--- src/rtl/gp_count_sched_pkg.sv ---
// gp_count_sched_pkg: shared types and limits for the shared down-counter
// scheduler.
//   state_t  - controller state (IDLE, COUNT, HOLD)
//   *_MIN/*_MAX - legal ranges for NREQ, WIDTH and PRESCALE
//   idx_w()  - index width for NREQ requesters, max(1, $clog2(n))
package gp_count_sched_pkg;

  typedef enum logic [1:0] {
    IDLE  = 2'd0,
    COUNT = 2'd1,
    HOLD  = 2'd2
  } state_t;

  localparam int NREQ_MIN     = 2;
  localparam int NREQ_MAX     = 8;
  localparam int WIDTH_MIN    = 1;
  localparam int WIDTH_MAX    = 14;
  localparam int PRESCALE_MIN = 1;
  localparam int PRESCALE_MAX = 256;

  function automatic int idx_w(input int n);
    return (n > 2) ? $clog2(n) : 1;
  endfunction

endpackage

--- src/rtl/gp_rr_pick.sv ---
// gp_rr_pick: combinational round-robin picker.
//   req  in  NREQ  request vector
//   ptr  in  IDXW  highest-priority index (must be < NREQ)
//   any  out 1     some request is set
//   idx  out IDXW  first set bit searching upward from ptr, wrapping
module gp_rr_pick #(
  parameter int NREQ = 4,
  parameter int IDXW = 2
) (
  input  logic [NREQ-1:0] req,
  input  logic [IDXW-1:0] ptr,
  output logic            any,
  output logic [IDXW-1:0] idx
);

  // Walk the search order backwards so the lowest distance from ptr is the
  // last (winning) assignment.
  always_comb begin
    any = |req;
    idx = '0;
    for (int k = NREQ - 1; k >= 0; k--) begin
      if (req[(int'(ptr) + k) % NREQ]) idx = IDXW'((int'(ptr) + k) % NREQ);
    end
  end

endmodule

--- src/rtl/gp_count_sched.sv ---
// gp_count_sched: time-shares one down counter (period COUNT_TO+1 ticks)
// among NREQ one-shot delay requesters with round-robin arbitration.
//   CLK       in   1           clock, rising edge
//   RST       in   1           asynchronous active-high reset
//   REQ       in   NREQ        request levels
//   COUNT_TO  in   NREQ*WIDTH  terminal value per requester, slice i*WIDTH
//   GNT       out  NREQ        one-hot owner
//   DONE      out  NREQ        one-cycle completion pulse to owner
//   BUSY      out  1           controller not idle
//   POUT      out  WIDTH       current count, 0 when idle
module gp_count_sched
  import gp_count_sched_pkg::*;
#(
  parameter int NREQ     = 4,
  parameter int WIDTH    = 8,
  parameter int PRESCALE = 1
) (
  input  logic                  CLK,
  input  logic                  RST,
  input  logic [NREQ-1:0]       REQ,
  input  logic [NREQ*WIDTH-1:0] COUNT_TO,
  output logic [NREQ-1:0]       GNT,
  output logic [NREQ-1:0]       DONE,
  output logic                  BUSY,
  output logic [WIDTH-1:0]      POUT
);

  localparam int IDXW = idx_w(NREQ);
  localparam int DIVW = (PRESCALE > 1) ? $clog2(PRESCALE) : 1;
  localparam logic [DIVW-1:0] DIV_LAST = DIVW'(PRESCALE - 1);
  localparam logic [IDXW-1:0] LAST_IDX = IDXW'(NREQ - 1);

  if (NREQ < NREQ_MIN || NREQ > NREQ_MAX) begin : g_bad_nreq
    $error("gp_count_sched: NREQ out of range");
  end
  if (WIDTH < WIDTH_MIN || WIDTH > WIDTH_MAX) begin : g_bad_width
    $error("gp_count_sched: WIDTH out of range");
  end
  if (PRESCALE < PRESCALE_MIN || PRESCALE > PRESCALE_MAX) begin : g_bad_prescale
    $error("gp_count_sched: PRESCALE out of range");
  end

  state_t           state;
  logic [IDXW-1:0]  ptr;
  logic [IDXW-1:0]  own;
  logic [IDXW-1:0]  nxt_ptr;
  logic [WIDTH-1:0] cnt;
  logic [DIVW-1:0]  div;
  logic             tick;
  logic             pick_any;
  logic [IDXW-1:0]  pick_idx;

  gp_rr_pick #(.NREQ(NREQ), .IDXW(IDXW)) u_pick (
    .req (REQ),
    .ptr (ptr),
    .any (pick_any),
    .idx (pick_idx)
  );

  assign tick    = (div == DIV_LAST);
  assign nxt_ptr = (own == LAST_IDX) ? '0 : own + 1'b1;
  // cnt is forced to 0 whenever the controller is idle or holding, so the
  // count register itself is the registered POUT.
  assign POUT    = cnt;

  always_ff @(posedge CLK or posedge RST) begin
    if (RST) begin
      state <= IDLE;
      ptr   <= '0;
      own   <= '0;
      cnt   <= '0;
      div   <= '0;
      GNT   <= '0;
      DONE  <= '0;
      BUSY  <= 1'b0;
    end else begin
      DONE <= '0;
      case (state)
        IDLE: begin
          if (pick_any) begin
            own   <= pick_idx;
            cnt   <= COUNT_TO[int'(pick_idx)*WIDTH +: WIDTH];
            div   <= '0;
            GNT   <= NREQ'(1) << pick_idx;
            BUSY  <= 1'b1;
            state <= COUNT;
          end
        end
        COUNT: begin
          // Cancel wins over a terminal tick on the same edge: no DONE.
          if (!REQ[own]) begin
            state <= IDLE;
            GNT   <= '0;
            BUSY  <= 1'b0;
            cnt   <= '0;
            div   <= '0;
            ptr   <= nxt_ptr;
          end else begin
            div <= tick ? '0 : div + 1'b1;
            if (tick) begin
              if (cnt != '0) begin
                cnt <= cnt - 1'b1;
              end else begin
                DONE[own] <= 1'b1;
                state     <= HOLD;
              end
            end
          end
        end
        HOLD: begin
          if (!REQ[own]) begin
            state <= IDLE;
            GNT   <= '0;
            BUSY  <= 1'b0;
            div   <= '0;
            ptr   <= nxt_ptr;
          end
        end
        default: begin
          state <= IDLE;
          GNT   <= '0;
          BUSY  <= 1'b0;
          cnt   <= '0;
          div   <= '0;
        end
      endcase
    end
  end

endmodule

--- config.mk ---
export PLATFORM = sky130hd
export DESIGN_NAME = gp_count_sched
export DESIGN_NICKNAME = d
export VERILOG_FILES = /design/src/rtl/gp_count_sched_pkg.sv /design/src/rtl/gp_rr_pick.sv /design/src/rtl/gp_count_sched.sv
export SDC_FILE = /design/constraint.sdc
export NUM_CORES = 1
export LEC_CHECK = 0
export BUFFER_PORTS_ARGS = -buffer_cell sky130_fd_sc_hd__clkbuf_2
export CAP_MARGIN = 5
export CORE_UTILIZATION = 35
export DETAILED_ROUTE_END_ITERATION = 7
export PLACE_DENSITY = 0.72
export RECOVER_POWER = 25
export SYNTH_ARGS = -nofsm -noshare
export SYNTH_HDL_FRONTEND = slang
export SYNTH_SLANG_ARGS = --single-unit
--- constraint.sdc ---
create_clock -name CLK -period 2.5 [get_ports CLK]
set_clock_uncertainty 0.2 [all_clocks]
set_input_delay 0.125 -clock CLK [delete_from_list [all_inputs] [get_ports CLK]]
set_output_delay 0.125 -clock CLK [all_outputs]
set_load 0.01 [all_outputs]
Word level (Yosys, flattened, before mapping) --
Cells that the tools add are included.
Cells by class: add/subtract/negate cells 6, magnitude comparators 6, equal/unequal tests 9, shift-type cells 2, mux-type cells 45, bitwise gates (word level) 5, reductions and logical operators 14
Operators with widths (number):
- $mux 8 | 4
- $shiftx 32x6->8 | 1
- $mux 4 | 6
- $pmux 8 s3 | 1
- $mux 2 | 10
- $mux 1 | 14
- $lt 3x4->1 const B | 3
- $bmux 1 s2 | 5
- $ne 3x3->1 const B | 3
- $pmux 4 s2 | 1
- $reduce_and 2->1 | 4
- $reduce_and 4->1 | 2
- $reduce_bool 8->1 | 1
- $reduce_or 2->1 | 4
- $sub 8x1->8 const B | 1
- $lt 2x3->1 const B | 2
- $ne 2x2->1 const B | 3
- $pmux 2 s3 | 1
- $add 2x1->2 const B | 2
- $add 2x2->2 const B | 2
- $eq 2x2->1 const B | 2
- $reduce_or 4->1 | 1
- $shl 1x2->4 const A | 1
- $and 1x1->1 const A | 3
- 9 further kinds | 10
Storage, ports and cells: register bits after elaboration 24, bits of input ports 38, word-level logic and storage cells 95

Logic depth before layout (Yosys ltp) --
depth in word-level cells 13, gate-level depth with buffers 8, gate-level depth less buffers 8

Modules after synthesis --
Synthesis repeated with hierarchy kept, for this count alone.
Second synthesis, totals: cells, all modules 141, area, all modules 1514.0 µm²
Modules (own cells, without submodules):
- gp_count_sched | instances 1, cells an instance 128, area an instance 1436.4 µm², sequential area each 575.6 µm²
- gp_rr_pick | instances 1, cells an instance 13, area an instance 77.6 µm², sequential area each 0.0 µm²

Least setup slack after synthesis --
Ideal clock, no wire load.
path kind reg-to-reg, from register cnt[0], in the netlist POUT[0], to register cnt[7], in the netlist POUT[7], arrival time 1.883 ns, slack 0.291 ns, cell stages (with the launch flop) 8, path buffers 0, period minus slack after synthesis 2.209 ns, cells stage by stage dfrtp_1 inv_1 ha_1 nor4b_1 nand2_1 o21ai_2 nor2_1 a311o_1
On the way: cells in the longest elaborated chain, start to end 5, elaborated cells between the ends (all ways) 8
Ends and longest elaborated chain:
- start: declaration | line gp_count_sched.sv:47 | logic [WIDTH-1:0] cnt;
- start signal: assignment | line gp_count_sched.sv:82 | cnt <= COUNT_TO[int'(pick_idx)*WIDTH +: WIDTH];
- start signal: assignment | line gp_count_sched.sv:102 | cnt <= cnt - 1'b1;
- $sub 8x1->8 | line gp_count_sched.sv:102
- $mux 8 | line gp_count_sched.sv:101 | if (cnt != '0) begin
- $mux 8 | line gp_count_sched.sv:100 | if (tick) begin
- $mux 8 | line gp_count_sched.sv:91 | if (!REQ[own]) begin
- $pmux 8 s3 | line gp_count_sched.sv:78 | case (state)
Parallel ways exist; a longest one is shown, timed or not. The select of a mux whose other input is x is not followed. A chain may end at the register's enable or synchronous reset.

Final worst setup path --
from register ptr[0], to register cnt[1], in the netlist POUT[1]
On the way: cells in the longest elaborated chain, start to end 11, elaborated cells between the ends (all ways) 21
Ends and longest elaborated chain:
- start: declaration | line gp_count_sched.sv:44 | logic [IDXW-1:0] ptr;
- start signal: assignment | line gp_count_sched.sv:97 | ptr <= nxt_ptr;
- start signal: assignment | line gp_count_sched.sv:116 | ptr <= nxt_ptr;
- $add 2x2->2 | line gp_rr_pick.sv:22 | if (req[(int'(ptr) + k) % NREQ]) idx = IDXW'((int'(ptr) + k) % NREQ);
- $bmux 1 s2 | line gp_rr_pick.sv:22
- $mux 1 (implied by the code) (2 in a row) | line gp_rr_pick.sv:22
- $mux 2 (3 in a row) | line gp_rr_pick.sv:22
- $mux 2 (*) | line gp_rr_pick.sv:22
- $shiftx 32x6->8 (*) | line gp_count_sched.sv:82
- $mux 8 (*) | line gp_count_sched.sv:80 | if (pick_any) begin
- $pmux 8 s3 (*) | line gp_count_sched.sv:78
Every way passes the cells marked *; elsewhere a longest branch is shown, timed or not. The select of a mux whose other input is x is not followed.

==> key figures <==
Cells and area
  • Layout cells sized above 1: 0.276
  • # fillers: 407
  • FF+latch area: 576 um2
  • Combined area of the multi-input logic cells: 911 um2
  • Nets: 268
  • Non-filler instance count after layout: 271
  • Antenna Cells: 0
  • Synth-to-Final Area Change: 29.0%

Critical path
  • Critical-path top delay cell: o31ai_4
  • Critical path's most frequent cell: mux2i_1
  • Startpoint types: register
  • Reg2Reg Setup Slack: 0.15 ns
  • Worst EP required: 2.47 ns
  • Slowest cell delay on critical path: 0.79 ns
  • Crit Path Category: reg -> reg
  • Crit path DAT: 2.31 ns
  • Cell Chain, Critical Path: nor2b_1, o31ai_4, buf_4, mux2i_1, mux2i_1, a21o_1
  • Worst Path Max Fanout: 15
  • Crit end category: register

Drt
  • Initial DRC count: 81
  • Drt pass-1 iters: 4
  • Residual DRC: 0
  • Detail Route Antenna Nets: 0
  • Drt total wl: 3520 um
  • Routed WL per cell: 13.0 um
  • Vias/cell: 5.17
  • Via count: 1,400

Synth
  • Post-synth cell types: 42
  • Synthesized area: 1520 um2
  • EDFF count, synth: 0
  • Post-synth top area cell: dfrtp_1
  • Dominant cells by area after synthesis: dfrtp_1 38%, mux2i_1 13%, ha_1 6.6%
  • Post-synth top flop: dfrtp_1
  • Mapped Cells: 157
  • Flops & latches, synth: 23
  • Seq/Total Area, Yosys: 0.378
  • Post-synth ARST share: 1.00
  • Syn_nets: 203
  • Count leader, synth: dfrtp_1
  • Avg Inst Size Synth: 9.69 um2
  • Post-synth top area share: 0.378
  • Yosys warns: 0
  • Top post-synthesis cells by count: 23 x dfrtp_1, 19 x mux2i_1, 18 x nand2_1

Floorplanning
  • Width of the die: 67.9 um
  • Initial Utilization: 0.372
  • FP Rows: 23
  • Core Region: 4090 um2
  • DIE AREA: 4610 um2
  • Die height: 67.9 um
  • I/O pin count: 55

STA
  • Final hold viol count: 1
  • FMAX: 426 MHz
  • Setup_tns: 0 ns
  • WHS: -0.00558 ns
  • RSZ-0062 raised after global routing: no
  • Max-slew violations: 0
  • Max-slew headroom: 0.387
  • Crit path time final: 2.35 ns
  • Tcrit/Tclk final: 0.939
  • Worst-margin pin slew: 0.920 ns
  • Setup Viol. Count Final: 0

Outcome
  • Status: complete, but fails checks
  • Failing checks: negative hold slack

Clock network
  • Maximum level of the CTS H-tree: 1
  • CTS Root Cell: clkbuf_8
  • CTS tree: done
  • CTS sink count: 23
  • Clock transition at path regs: 0.09 ns
  • Clk_lat worst skew: 0.27 ns
  • Maximum buffer depth of the clock tree: 2
  • Number of CTS-inserted buffers: 3

Global route
  • Total congestion overflow: 0
  • Initial antenna violation count: 0
  • Pin count of the biggest net entering global routing: 24
  • First-pass GRT wire length: 5870 um
  • Gr usage total: 0.170
  • Vias in the first global route: 1,284

Power
  • PD cells: 1110 nW/um2
  • Logic pwr share: 0.590
  • Clock share of power: 0.111
  • Int Power: 1210 uW
  • Leak: 0.000976 uW
  • Flop pwr share: 0.300
  • Net Switching: 975 uW
  • Switching part of the total: 0.446
  • Worst vdd ir: 283 uV

Placed design
  • Gp weighted congestion: 0.852
  • Hpwl dp: 2740 um
  • PortBufs: 54
  • Placed cells: 265

Min path
  • HP Class: in -> reg

Run
  • Max-cap check violation count: 0
cell usage in the layout (no fill, tap or decap), types with 7 or more instances in the layout:
| master | instances |
|---|---|
| a21oi_1 | 8 |
| buf_4 | 7 |
| clkbuf_1 | 15 |
| clkbuf_2 | 39 |
| dfrtp_1 | 23 |
| ha_1 | 8 |
| inv_1 | 11 |
| mux2i_1 | 19 |
| nand2_1 | 18 |
flip-flops by register name, indices dropped and copies added (netlist names):
| signal | flops |
|---|---|
| own | 2 |
| GNT | 4 |
| state | 2 |
| ptr | 2 |
| DONE | 4 |
| POUT | 8 |
| BUSY | 1 |
kinds of logic (layout without fill, tap and decap cells):
| group | count (synthesis) | after routing | share of synthesized area |
|---|---|---|---|
| simple gates | 48 | 48 | 0.171 |
| buf+inv | 14 | 78 | 0.0362 |
| flops | 23 | 23 | 0.378 |
| mux | 22 | 22 | 0.155 |
| compound gates | 42 | 42 | 0.194 |
| fa+ha+maj | 8 | 8 | 0.0658 |
final timing paths:
check | to | cells past startpoint | start
worst max register to register | POUT[1]$_DFFE_PP0P_ | 6 | ptr[0]$_DFFE_PP0P_
max in group asynchronous | ptr[1]$_DFFE_PP0P_ | 3 | RST
min in group asynchronous | POUT[0]$_DFFE_PP0P_ | 3 | RST
worst max-delay path | POUT[1]$_DFFE_PP0P_ | 6 | ptr[0]$_DFFE_PP0P_
worst min-delay path | POUT[0]$_DFFE_PP0P_ | 3 | COUNT_TO[8]
worst min register to register | GNT[2]$_DFFE_PP0P_ | 2 | GNT[2]$_DFFE_PP0P_
repair_timing:
| item | CTS | global route |
|---|---|---|
| hold buffers | 2 | 0 |
| hold endpoints to repair | 24 | 0 |
| endpoints found under the setup margin | 0 | 2 |
| gates resized for setup | 0 | 1 |
| setup buffers | 0 | 0 |
power groups by stage:
stage,logic (uW),clock network [uW],registers [uW]
detailed placement,1310,0,660
floorplan,865,0,681
finish,1290,242,655
CTS,1320,249,652
global route,1460,267,680
global placement,1290,0,656
layer usage:
layer	track usage	wire, um
met1	0.238	1720
met3	0.0183	158
met4	0.0859	71
met2	0.257	1570
met5	0	0
critical path: cells and delay by family (launching register included):
kind                   cells  cell delay (ns)
AO/OA/AOI/OAI              2             0.98
buffers and inverters      1             0.29
flip-flops                 1             0.40
multiplexers               2             0.28
AND/OR/NAND/NOR            1             0.10
per-stage QoR:
step / total power (uW) / setup WS (ns) / util / hold slack [ns] / cell area, um2
after global routing: 2410 / 0.0113 / 0.480 / 0.0318 / 1960
final: 2190 / 0.153 / 0.480 / -0.00558 / 1960
after global placement: 1950 / 0.129 / 0.467 / 0.137 / 1910
after floorplan: 1550 / 0.291 / - / -0.0731 / 1520
after detailed placement: 1970 / 0.106 / 0.467 / 0.146 / 1910
after CTS: 2220 / 0.0963 / 0.483 / 0.00100 / 1980
layout make-up:
| class | count | share of cell area |
|---|---|---|
| Clock buffer | 3 | 0.0210 |
| Clock inverter | 1 | 0.00382 |
| Inverter | 11 | 0.0210 |
| Multi-Input combinational cell | 120 | 0.464 |
| Sequential cell | 23 | 0.293 |
| Tap cell | 50 | 0.0319 |
| Timing Repair Buffer | 63 | 0.165 |
No activity file was read; power rests on OpenSTA's default activity.
